<file path="src/rtl/rgb_mixer_pkg.sv">
// Shared definitions for the RGB mixer blocks: level width, the packed
// three-channel colour type, FSM state encoding and small per-channel helpers.
package rgb_mixer_pkg;

    localparam int LEVEL_W = 8;

    // Index 0 = red, 1 = green, 2 = blue.
    typedef logic [2:0][LEVEL_W-1:0] rgb_t;

    localparam logic [1:0] ST_MANUAL = 2'd0;
    localparam logic [1:0] ST_FADE   = 2'd1;
    localparam logic [1:0] ST_HOLD   = 2'd2;

    typedef enum logic [1:0] {
        MANUAL = ST_MANUAL,
        FADE   = ST_FADE,
        HOLD   = ST_HOLD
    } state_t;

    // Move one LSB toward the target; equal levels stay put, so no overshoot or wrap.
    function automatic logic [LEVEL_W-1:0] step_toward(input logic [LEVEL_W-1:0] cur,
                                                      input logic [LEVEL_W-1:0] tgt);
        if (cur < tgt)
            return cur + 1'b1;
        else if (cur > tgt)
            return cur - 1'b1;
        else
            return cur;
    endfunction

`ifdef RGB_SEQ_GAMMA_EN
    // Square-law perceptual correction: (lin*lin)>>8.
    function automatic logic [LEVEL_W-1:0] gamma_sq(input logic [LEVEL_W-1:0] lin);
        logic [2*LEVEL_W-1:0] sq;
        sq = lin * lin;
        return sq[2*LEVEL_W-1:LEVEL_W];
    endfunction
`endif

endpackage

</file>
<file path="src/rtl/rgb_fade_sequencer_if.sv">
// Control/level bundle between the encoder registers, the fade sequencer and the pwm channels.
interface rgb_fade_sequencer_if #(
    parameter int PW = 2
);
    import rgb_mixer_pkg::*;

    logic               auto_en;
    logic               capture;
    logic [PW-1:0]      capture_idx;
    logic [LEVEL_W-1:0] enc0;
    logic [LEVEL_W-1:0] enc1;
    logic [LEVEL_W-1:0] enc2;
    logic [LEVEL_W-1:0] level0;
    logic [LEVEL_W-1:0] level1;
    logic [LEVEL_W-1:0] level2;
    logic [PW-1:0]      preset_idx;
    logic               fading;

    modport master (
        output auto_en, capture, capture_idx, enc0, enc1, enc2,
        input  level0, level1, level2, preset_idx, fading
    );

    modport slave (
        input  auto_en, capture, capture_idx, enc0, enc1, enc2,
        output level0, level1, level2, preset_idx, fading
    );

endinterface

</file>
<file path="src/rtl/rgb_tick_gen.sv">
// Free-running prescaler: one-cycle tick every DIV clocks while run is high,
// counter parked at zero otherwise. Also usable as the pwm clock divider.
module rgb_tick_gen #(
    parameter int DIV = 256
) (
    input  logic clk,
    input  logic reset,
    input  logic run,
    output logic tick
);

    localparam int          CW   = $clog2(DIV);
    localparam logic [CW-1:0] LAST = CW'(DIV - 1);

    logic [CW-1:0] cnt_reg;

    // Count 0..DIV-1 while running, hold at zero when stopped.
    always_ff @(posedge clk or negedge reset) begin
        if (!reset)
            cnt_reg <= '0;
        else if (!run || cnt_reg == LAST)
            cnt_reg <= '0;
        else
            cnt_reg <= cnt_reg + 1'b1;
    end

    assign tick = run && (cnt_reg == LAST);

endmodule

</file>
<file path="src/rtl/rgb_fade_sequencer.sv">
// RGB fade sequencer: manual pass-through of encoder levels, or automatic
// playback of captured presets with hold periods and linear one-LSB-per-tick fades.
// Optional build macro RGB_SEQ_GAMMA_EN adds square-law gamma on the level outputs.
module rgb_fade_sequencer
    import rgb_mixer_pkg::*;
#(
    parameter int NUM_PRESETS = 4,
    parameter int STEP_DIV    = 256,
    parameter int HOLD_TICKS  = 64
) (
    input  logic                 clk,
    input  logic                 reset,
    rgb_fade_sequencer_if.slave  bus
);

    localparam int PW = $clog2(NUM_PRESETS);
    localparam int HW = $clog2(HOLD_TICKS + 1);
    localparam logic [HW-1:0] HOLD_LAST = HW'(HOLD_TICKS - 1);

    state_t        state_reg, state_next;
    rgb_t          lin_reg, lin_next;
    logic [PW-1:0] idx_reg, idx_next;
    logic [HW-1:0] hold_reg, hold_next;
    logic          fading_reg;
    rgb_t          preset_mem [NUM_PRESETS];

    rgb_t enc_vec;
    rgb_t target;
    rgb_t stepped;
    rgb_t out_vec;
    logic at_target;
    logic tick;
    logic run;

    assign enc_vec   = {bus.enc2, bus.enc1, bus.enc0};
    // Target is read live so a capture into the active slot retargets an ongoing fade.
    assign target    = preset_mem[idx_reg];
    assign at_target = (lin_reg == target);
    assign run       = (state_reg == FADE) || (state_reg == HOLD);

    generate
        for (genvar gi = 0; gi < 3; gi++) begin : g_step
            assign stepped[gi] = step_toward(lin_reg[gi], target[gi]);
        end
    endgenerate

    rgb_tick_gen #(
        .DIV (STEP_DIV)
    ) u_tick (
        .clk   (clk),
        .reset (reset),
        .run   (run),
        .tick  (tick)
    );

    // Next-state and datapath update for the MANUAL/FADE/HOLD sequencer.
    always_comb begin
        state_next = state_reg;
        lin_next   = lin_reg;
        idx_next   = idx_reg;
        hold_next  = hold_reg;
        case (state_reg)
            MANUAL: begin
                lin_next = enc_vec;
                if (bus.auto_en) begin
                    state_next = FADE;
                    idx_next   = '0;
                end
            end
            FADE: begin
                if (!bus.auto_en) begin
                    state_next = MANUAL;
                end else if (at_target) begin
                    state_next = HOLD;
                    hold_next  = '0;
                end else if (tick) begin
                    lin_next = stepped;
                end
            end
            HOLD: begin
                if (!bus.auto_en) begin
                    state_next = MANUAL;
                end else if (tick) begin
                    if (hold_reg == HOLD_LAST) begin
                        state_next = FADE;
                        idx_next   = idx_reg + 1'b1;
                        hold_next  = '0;
                    end else begin
                        hold_next = hold_reg + 1'b1;
                    end
                end
            end
            default: state_next = MANUAL;
        endcase
    end

    // Sequencer state, linear levels, preset index and hold counter.
    always_ff @(posedge clk or negedge reset) begin
        if (!reset) begin
            state_reg  <= MANUAL;
            lin_reg    <= '0;
            idx_reg    <= '0;
            hold_reg   <= '0;
            fading_reg <= 1'b0;
        end else begin
            state_reg  <= state_next;
            lin_reg    <= lin_next;
            idx_reg    <= idx_next;
            hold_reg   <= hold_next;
            fading_reg <= (state_next == FADE);
        end
    end

    // Preset store: cleared on reset, written from the live encoders on a capture strobe.
    always_ff @(posedge clk or negedge reset) begin
        if (!reset) begin
            for (int i = 0; i < NUM_PRESETS; i++)
                preset_mem[i] <= '0;
        end else if (bus.capture) begin
            preset_mem[bus.capture_idx] <= enc_vec;
        end
    end

`ifdef RGB_SEQ_GAMMA_EN
    rgb_t gam_next;
    rgb_t level_reg;

    generate
        for (genvar gi = 0; gi < 3; gi++) begin : g_gamma
            assign gam_next[gi] = gamma_sq(lin_next[gi]);
        end
    endgenerate

    // Gamma-corrected copy registered alongside the linear level, so latency is unchanged.
    always_ff @(posedge clk or negedge reset) begin
        if (!reset)
            level_reg <= '0;
        else
            level_reg <= gam_next;
    end

    assign out_vec = level_reg;
`else
    assign out_vec = lin_reg;
`endif

    assign bus.level0     = out_vec[0];
    assign bus.level1     = out_vec[1];
    assign bus.level2     = out_vec[2];
    assign bus.preset_idx = idx_reg;
    assign bus.fading     = fading_reg;

endmodule
</file>
<file path="src/flat_wrapper.sv">
// flat-port wrapper written by rule: the top's interface ports become plain ports
module rgb_fade_sequencer_flat import rgb_mixer_pkg::*;
#(
    parameter int NUM_PRESETS = 4,
    parameter int STEP_DIV    = 256,
    parameter int HOLD_TICKS  = 64
)
  (clk, reset, bus_auto_en, bus_capture, bus_capture_idx, bus_enc0, bus_enc1, bus_enc2, bus_level0, bus_level1, bus_level2, bus_preset_idx, bus_fading);
  rgb_fade_sequencer_if bus_i ();
  input  logic clk;
  input  logic reset;
  input wire logic [$bits(bus_i.auto_en)-1:0] bus_auto_en;
  input wire logic [$bits(bus_i.capture)-1:0] bus_capture;
  input wire logic [$bits(bus_i.capture_idx)-1:0] bus_capture_idx;
  input wire logic [$bits(bus_i.enc0)-1:0] bus_enc0;
  input wire logic [$bits(bus_i.enc1)-1:0] bus_enc1;
  input wire logic [$bits(bus_i.enc2)-1:0] bus_enc2;
  output wire logic [$bits(bus_i.level0)-1:0] bus_level0;
  output wire logic [$bits(bus_i.level1)-1:0] bus_level1;
  output wire logic [$bits(bus_i.level2)-1:0] bus_level2;
  output wire logic [$bits(bus_i.preset_idx)-1:0] bus_preset_idx;
  output wire logic [$bits(bus_i.fading)-1:0] bus_fading;
  assign bus_i.auto_en = bus_auto_en;
  assign bus_i.capture = bus_capture;
  assign bus_i.capture_idx = bus_capture_idx;
  assign bus_i.enc0 = bus_enc0;
  assign bus_i.enc1 = bus_enc1;
  assign bus_i.enc2 = bus_enc2;
  assign bus_level0 = bus_i.level0;
  assign bus_level1 = bus_i.level1;
  assign bus_level2 = bus_i.level2;
  assign bus_preset_idx = bus_i.preset_idx;
  assign bus_fading = bus_i.fading;
  rgb_fade_sequencer #(.NUM_PRESETS(NUM_PRESETS), .STEP_DIV(STEP_DIV), .HOLD_TICKS(HOLD_TICKS)) u_core (.clk(clk), .reset(reset), .bus(bus_i));
endmodule
</file>
<file path="config.mk">
export PLATFORM = sky130hd
export DESIGN_NAME = rgb_fade_sequencer_flat
export DESIGN_NICKNAME = d
export VERILOG_FILES = /design/src/rtl/rgb_mixer_pkg.sv /design/src/rtl/rgb_fade_sequencer_if.sv /design/src/rtl/rgb_tick_gen.sv /design/src/rtl/rgb_fade_sequencer.sv /design/src/flat_wrapper.sv
export SDC_FILE = /design/constraint.sdc
export NUM_CORES = 1
export LEC_CHECK = 0
export CORE_UTILIZATION = 45
export CTS_BUF_LIST = sky130_fd_sc_hd__clkbuf_8
export CTS_CLUSTER_SIZE = 28
export DETAILED_ROUTE_END_ITERATION = 10
export SYNTH_ARGS = -nofsm -noshare
export SYNTH_HDL_FRONTEND = slang
export SYNTH_HIERARCHICAL = 1
export SYNTH_SLANG_ARGS = --single-unit
</file>
<file path="constraint.sdc">
create_clock -name clk -period 6 [get_ports clk]
set_input_delay 1.2 -clock clk [delete_from_list [all_inputs] [get_ports clk]]
set_output_delay 1.2 -clock clk [all_outputs]
set_load 0.02 [all_outputs]
</file>
# [Word-level counts from Yosys, hierarchy flattened]
# Index checks and enable logic that the tools add are counted.
[classes] n_addsub=9 magnitude_cmp=9 eq_ne=17 n_mux=35 bitwise=2 n_reduce_logical=14
[ops] op="$mux 24" n=6
[ops] op="$bwmux 96" n=1
[ops] op="$mux 8" n=7
[ops] op="$bmux 24 s2" n=1
[ops] op="$demux 24 s2" n=1
[ops] op="$pmux 24 s2" n=1
[ops] op="$mux 7" n=5
[ops] op="$add 8x1->8 const B" n=4
[ops] op="$reduce_and 5->1" n=5
[ops] op="$eq 24x24->1" n=1
[ops] op="$gt 8x8->1" n=3
[ops] op="$lt 8x8->1" n=3
[ops] op="$sub 8x1->8 const B" n=3
[ops] op="$mux 2" n=10
[ops] op="$pmux 7 s2" n=1
[ops] op="$ne 2x2->1 const B" n=5
[ops] op="$ne 3x3->1 const B" n=3
[ops] op="$eq 8x8->1 const B" n=1
[ops] op="$add 7x1->7 const B" n=1
[ops] op="$eq 7x6->1 const B" n=1
[ops] op="$ge 3x3->1 const B" n=2
[ops] op="$ne 2x1->1 const B" n=3
[ops] op="$not 2->3" n=2
[ops] op="$pmux 2 s3" n=1
[ops] op="other kinds (10)" n=15
[word_totals] regBits=140 inputBits=30 output_inout_bits=27 word_cells=106

# [Depth between registers and ports, before layout]
[depth] ltp_word=11 mapped_depth=16

# [By module]
# Netlist, hierarchy kept.
[by_module_without_submodules] mod="rgb_fade_sequencer" instances=1 cells_each=663 area_each_um2=7676.1 seq_area_each_um2=3303.2
[by_module_without_submodules] mod="rgb_tick_gen" instances=1 cells_each=39 area_each_um2=377.9 seq_area_each_um2=200.2

# [Worst setup path after synthesis]
# OpenSTA, ideal clock, no wires.
[synth_path] path_kind="flip-flop to flip-flop" startpoint="register u_core.idx_reg[0], in the netlist u_core/bus.preset_idx[0]" endpoint="register u_core.lin_reg (netlist bit u_core/bus.level2[7])" setup_ns=0.129 t_arrival_ns=3.919 path_slack_ns=1.952 stages_incl_launch_ff=17 path_cell_list="dfrtp_1 -> buf_2 -> buf_2 -> mux4_2 -> inv_1 -> ha_1 -> nor2b_1 -> o211a_1 -> o21bai_1 -> nand2_1 -> ha_1 -> a21oi_1 -> o211ai_1 -> o41ai_1 -> a21boi_0 -> nor4_1 -> nand3b_1"
[synth_between] elab_chain_cells=10 elab_cells_between_ends=15 classes_between="order compare (2); eq/ne (3); mux (8); bitwise (1); reduce/logical (1)"
[synth_rtl] item="start, declared" line_no="rgb_fade_sequencer.sv:22" text="logic [PW-1:0] idx_reg, idx_next;"
[synth_rtl] item="start signal, assigned" line_no="rgb_fade_sequencer.sv:108" text="idx_reg <= idx_next;"
[synth_rtl] item="$not 2->3 (implied by the code) *" line_no="rgb_fade_sequencer.sv:37" text="assign target = preset_mem[idx_reg];"
[synth_rtl] item="$bmux 24 s2 *" line_no="rgb_fade_sequencer.sv:37"
[synth_rtl] item="$mux 24 (implied by the code) * (2 in series)" line_no="rgb_fade_sequencer.sv:37"
[synth_rtl] item="$lt 8x8->1" line_no="rgb_mixer_pkg.sv:23" text="if (cur < tgt)"
[synth_rtl] item="$mux 8" line_no="rgb_mixer_pkg.sv:23"
[synth_rtl] item="$mux 24" line_no="rgb_fade_sequencer.sv:76" text="end else if (tick) begin"
[synth_rtl] item="$mux 24" line_no="rgb_fade_sequencer.sv:73" text="end else if (at_target) begin"
[synth_rtl] item="$mux 24" line_no="rgb_fade_sequencer.sv:71" text="if (!bus.auto_en) begin"
[synth_rtl] item="$pmux 24 s2" line_no="rgb_fade_sequencer.sv:62" text="case (state_reg)"
[synth_rtl] item="end signal, assigned" line_no="rgb_fade_sequencer.sv:107" text="lin_reg <= lin_next;"
[synth_rtl] item="end, declared" line_no="rgb_fade_sequencer.sv:21" text="rgb_t lin_reg, lin_next;"
# Every way passes the cells marked *; elsewhere a longest branch is shown, timed or not. The select of a mux whose other input is x is not followed.
# A chain may end at the register's enable or synchronous reset.

# [Worst setup path after layout]
[layout_path] startpoint="register u_core.idx_reg[1], in the netlist u_core/bus.preset_idx[1]" endpoint="register u_core.lin_reg (netlist bit u_core/bus.level2[7])"
# The elaborated chain is that of the path after synthesis.

==> flow_summary_export.csv <==
group,metric,value,unit
global_route,grt_pass1_vias,5883,
global_route,grt_pass1_wl,30800,µm
critical_path,r2r_end,"u_core/bus.level2[7]$_DFFE_PN0P_",
floorplanning,boundaryPins,57,
detailed_routing,drt_pass1_iterations,5,
critical_path,worstPathArrival,4.87,ns
logic_synthesis,synthCells,702,
logic_synthesis,synth_seq_area_share,43.5,%
sta,fin_setup_tns,0,ns
run,cap_violations,0,
detailed_routing,vias,5707,
detailed_routing,highest_layer,"met4",
cts,clk_path_buf_depth,2,
outcome,status,"complete, no violations",
critical_path,crit_path_start_kind,"register",
floorplanning,start_util,46.2,%
logic_synthesis,ys_top_cells_by_area,"dfrtp_1, mux2_2, ha_1",
logic_synthesis,synth.distinct_cells,52,
cts,clkTransAtPathRegs,0.08,ns
detailed_routing,wire_per_inst,18.9,µm
hold_path,hp-class,"register to register",
floorplanning,die-area,18400,µm²
logic_synthesis,yosysWarnings,6,
layout,nets,851,
placement,place_ws,1.45,ns
logic_synthesis,synth-seq-cells,140,
hold_path,holdPathStages,1,
layout,regArea,3500,µm²
cts,clock_latency,0.46,ns
cts,tritoncts,"yes",
sta,fmax,221,MHz
logic_synthesis,netlist.area_leader.share,43.5,%
sta,postLayoutSetupSlackWorst,1.47,ns
layout,multi_input_area,4300,µm²
pwr,power_leakage,0.00398,µW
pwr,power_switching,1920,µW
pwr,p_clk_share,16.2,%
global_route,grt_max_degree,83,
floorplanning,rows,48,
cts,hold_buffers,0,
detailed_routing,routed_wl,18900,µm
sta,finalCriticalPeriod,4.53,ns
critical_path,worst-setup-path-type,"register to register",
cts,cts_setup_buffers,0,
global_route,antenna_found_initial,0,
sta,worst_pin_slew,1.24,ns
critical_path,cp-end-kind,"register",
pwr,seqPwrFrac,30.3,%
sta,rsz0062_at_grt,"false",
layout,synthToLayoutAreaGrowth,14.6,%
cts,numCtsBuffers,17,
cts,cts.sink_count,140,
sta,hold_viol,0,
logic_synthesis,synth_edf_count,0,
layout,regMostFlops,"u_core/preset_mem",
pwr,combPwrFrac,53.5,%
layout,fillers,1534,
critical_path,cp.required,6.34,ns
pwr,intPower,2620,µW
placement,place.gp.congestion,0.818,
layout,antenna_cells,0,
floorplanning,dieHeight,136,µm
cts,post_cts_resized,0,
critical_path,critPathLaunch,"u_core/bus.preset_idx[1]$_DFFE_PN0P_",
global_route,grt_overflow,0,
floorplanning,die_width,136,µm
critical_path,worstRegToRegCells,15,
layout,largest_register_ffs,96,
pwr,powerDensity,492,nW/µm²
logic_synthesis,async_flop_share,100,%
pwr,sw_frac_of_total,42.3,%
pwr,ir_worst_vdd,0.000279,V
floorplanning,core_area,17400,µm²
logic_synthesis,synth_nets,793,
detailed_routing,ant_nets,0,
global_route,grt_usage,22.1,%
critical_path,crit-reg2reg-launch,"u_core/bus.preset_idx[1]$_DFFE_PN0P_",
detailed_routing,wl_met3,731,µm
logic_synthesis,synth_ff_type,"dfrtp_1",
critical_path,cp_max_fo,16,
layout,drive_gt1_share,21.3,%
detailed_routing,avgViaCountPerCell,5.72,
logic_synthesis,yosysTopAreaCell,"dfrtp_1",
sta,period_share,75.5,%
critical_path,rrSetupSlack,1.47,ns
placement,place_hpwl,12600,µm
critical_path,endpoint,"u_core/bus.level2[7]$_DFFE_PN0P_",
sta,slew_violations,0,
logic_synthesis,avgSynthCellArea,11.5,µm²
detailed_routing,wl_met2,9440,µm
cts,cts_max_level,4,
logic_synthesis,syn_area,8050,µm²
detailed_routing,met1Wirelength,8550,µm
sta,final.setup_skew,0.0112,ns
sta,slew-limit-headroom,17.6,%
detailed_routing,drt-initial-drc-count,352,
cts,cts_root_buf,"clkbuf_8",
detailed_routing,drc,0,
sta,setup_viol,0,
placement,io_buffers,56,
layout make-up:
type | count | area share [%]
flip-flops and latches | 140 | 38.0
clock inverters | 13 | 1.26
multi-input cells | 498 | 46.5
inverters | 39 | 1.59
well taps | 225 | 3.05
clock buffers | 19 | 2.83
repair buffers | 64 | 6.74
power by group through the flow:
stage | Clock, µW | Sequential, µW | Combinational [µW]
after detailed placement | 0 | 1400 | 2410
final | 735 | 1380 | 2430
after global placement | 0 | 1390 | 2320
after floorplan | 0 | 1430 | 1690
after global routing | 802 | 1410 | 2680
after CTS | 764 | 1380 | 2420
how the worst min path moves through the flow:
stage                                       from                                 to  slack [ns]
3_5_place_dp      u_core/hold_reg[5]$_DFFE_PN0P_     u_core/hold_reg[5]$_DFFE_PN0P_        0.48
6_report          u_core/hold_reg[5]$_DFFE_PN0P_     u_core/hold_reg[5]$_DFFE_PN0P_        0.49
4_1_cts           u_core/hold_reg[5]$_DFFE_PN0P_     u_core/hold_reg[5]$_DFFE_PN0P_        0.49
5_1_grt           u_core/hold_reg[5]$_DFFE_PN0P_     u_core/hold_reg[5]$_DFFE_PN0P_        0.50
3_3_place_gp   u_core/preset_mem[40]$_DFFE_PN0P_  u_core/preset_mem[40]$_DFFE_PN0P_        0.46
2_1_floorplan  u_core/preset_mem[40]$_DFFE_PN0P_  u_core/preset_mem[40]$_DFFE_PN0P_        0.44
stage by stage:
| step | std cells | utilization (%) | area [µm²] | total power, µW | hold WS, ns |
|---|---|---|---|---|---|
| final | 998 | 53.0 | 9230 | 4540 | 0.490 |
| after global routing | 998 | 53.0 | 9230 | 4890 | 0.498 |
| after CTS | 998 | 53.0 | 9230 | 4570 | 0.492 |
| after detailed placement | 966 | 50.8 | 8850 | 3800 | 0.478 |
| after global placement | 966 | 50.8 | 8850 | 3710 | 0.458 |
| after floorplan | 702 | - | 8050 | 3120 | 0.445 |
layer usage:
layer	up-vias	GRT usage, %
met4	0	5.49
met2	113	37.4
li1	2709	-
met3	15	5.46
met1	2870	28.3
met5	-	0
cell usage in the layout, fill, tap and decap left out, drive strengths merged, types with 24 or more instances in the layout:
cell,n
nand3,29
nor2,33
mux4,24
mux2,93
dfrtp,140
inv,44
clkdlybuf4s50,55
ha,58
o21ai,33
a21oi,29
nand2,47
critical path: stages, from the launching register on:
cell	delay (ns)
dfrtp_1	0.94
buf_4	0.40
mux4_2	0.33
inv_1	0.09
ha_1	0.24
nor2b_1	0.13
o211a_1	0.21
o21bai_1	0.20
nand2_1	0.25
ha_1	0.35
a21oi_1	0.18
o211ai_1	0.16
o41ai_1	0.37
a21boi_0	0.30
nor4_1	0.07
nand3b_1	0.17
cells by family (layout without fill, tap and decap cells):
family,after synthesis,in the layout,synth area share (%)
adder cells (fa/ha/maj),61,61,9.76
buffers and inverters,64,135,3.23
flip-flops,140,140,43.5
XOR/XNOR,14,14,1.52
multiplexers,133,133,21.7
AND/OR/NAND/NOR,173,173,11.1
AO/OA/AOI/OAI,117,117,9.21
cells in the mapped netlist, types with 2 or more instances:
| cell type | number |
|---|---|
| nand4_1 | 16 |
| fa_1 | 3 |
| clkbuf_1 | 12 |
| o211ai_1 | 7 |
| nand3_1 | 27 |
| buf_1 | 2 |
| nand4_2 | 2 |
| a21o_1 | 14 |
| o21ai_0 | 32 |
| nor4_1 | 2 |
| o31ai_1 | 4 |
| or3_1 | 6 |
| nand2b_1 | 2 |
| xnor2_1 | 11 |
| nand3b_1 | 3 |
| xor2_1 | 3 |
| o41a_1 | 2 |
| mux2i_1 | 16 |
| o21a_1 | 5 |
| and3_1 | 4 |
| dfrtp_1 | 140 |
| nor3_1 | 10 |
| o2bb2ai_1 | 3 |
| nor4b_1 | 3 |
| nand2_1 | 47 |
| nor2b_1 | 10 |
| a2111o_1 | 2 |
| inv_1 | 39 |
| mux2_2 | 93 |
| nor3b_1 | 2 |
| a31oi_1 | 8 |
| mux4_2 | 24 |
| nand3_2 | 2 |
| o41ai_1 | 2 |
| ha_1 | 58 |
| a21oi_1 | 29 |
| buf_2 | 10 |
| nor2_1 | 33 |
Power figures use the tool's default switching activity.
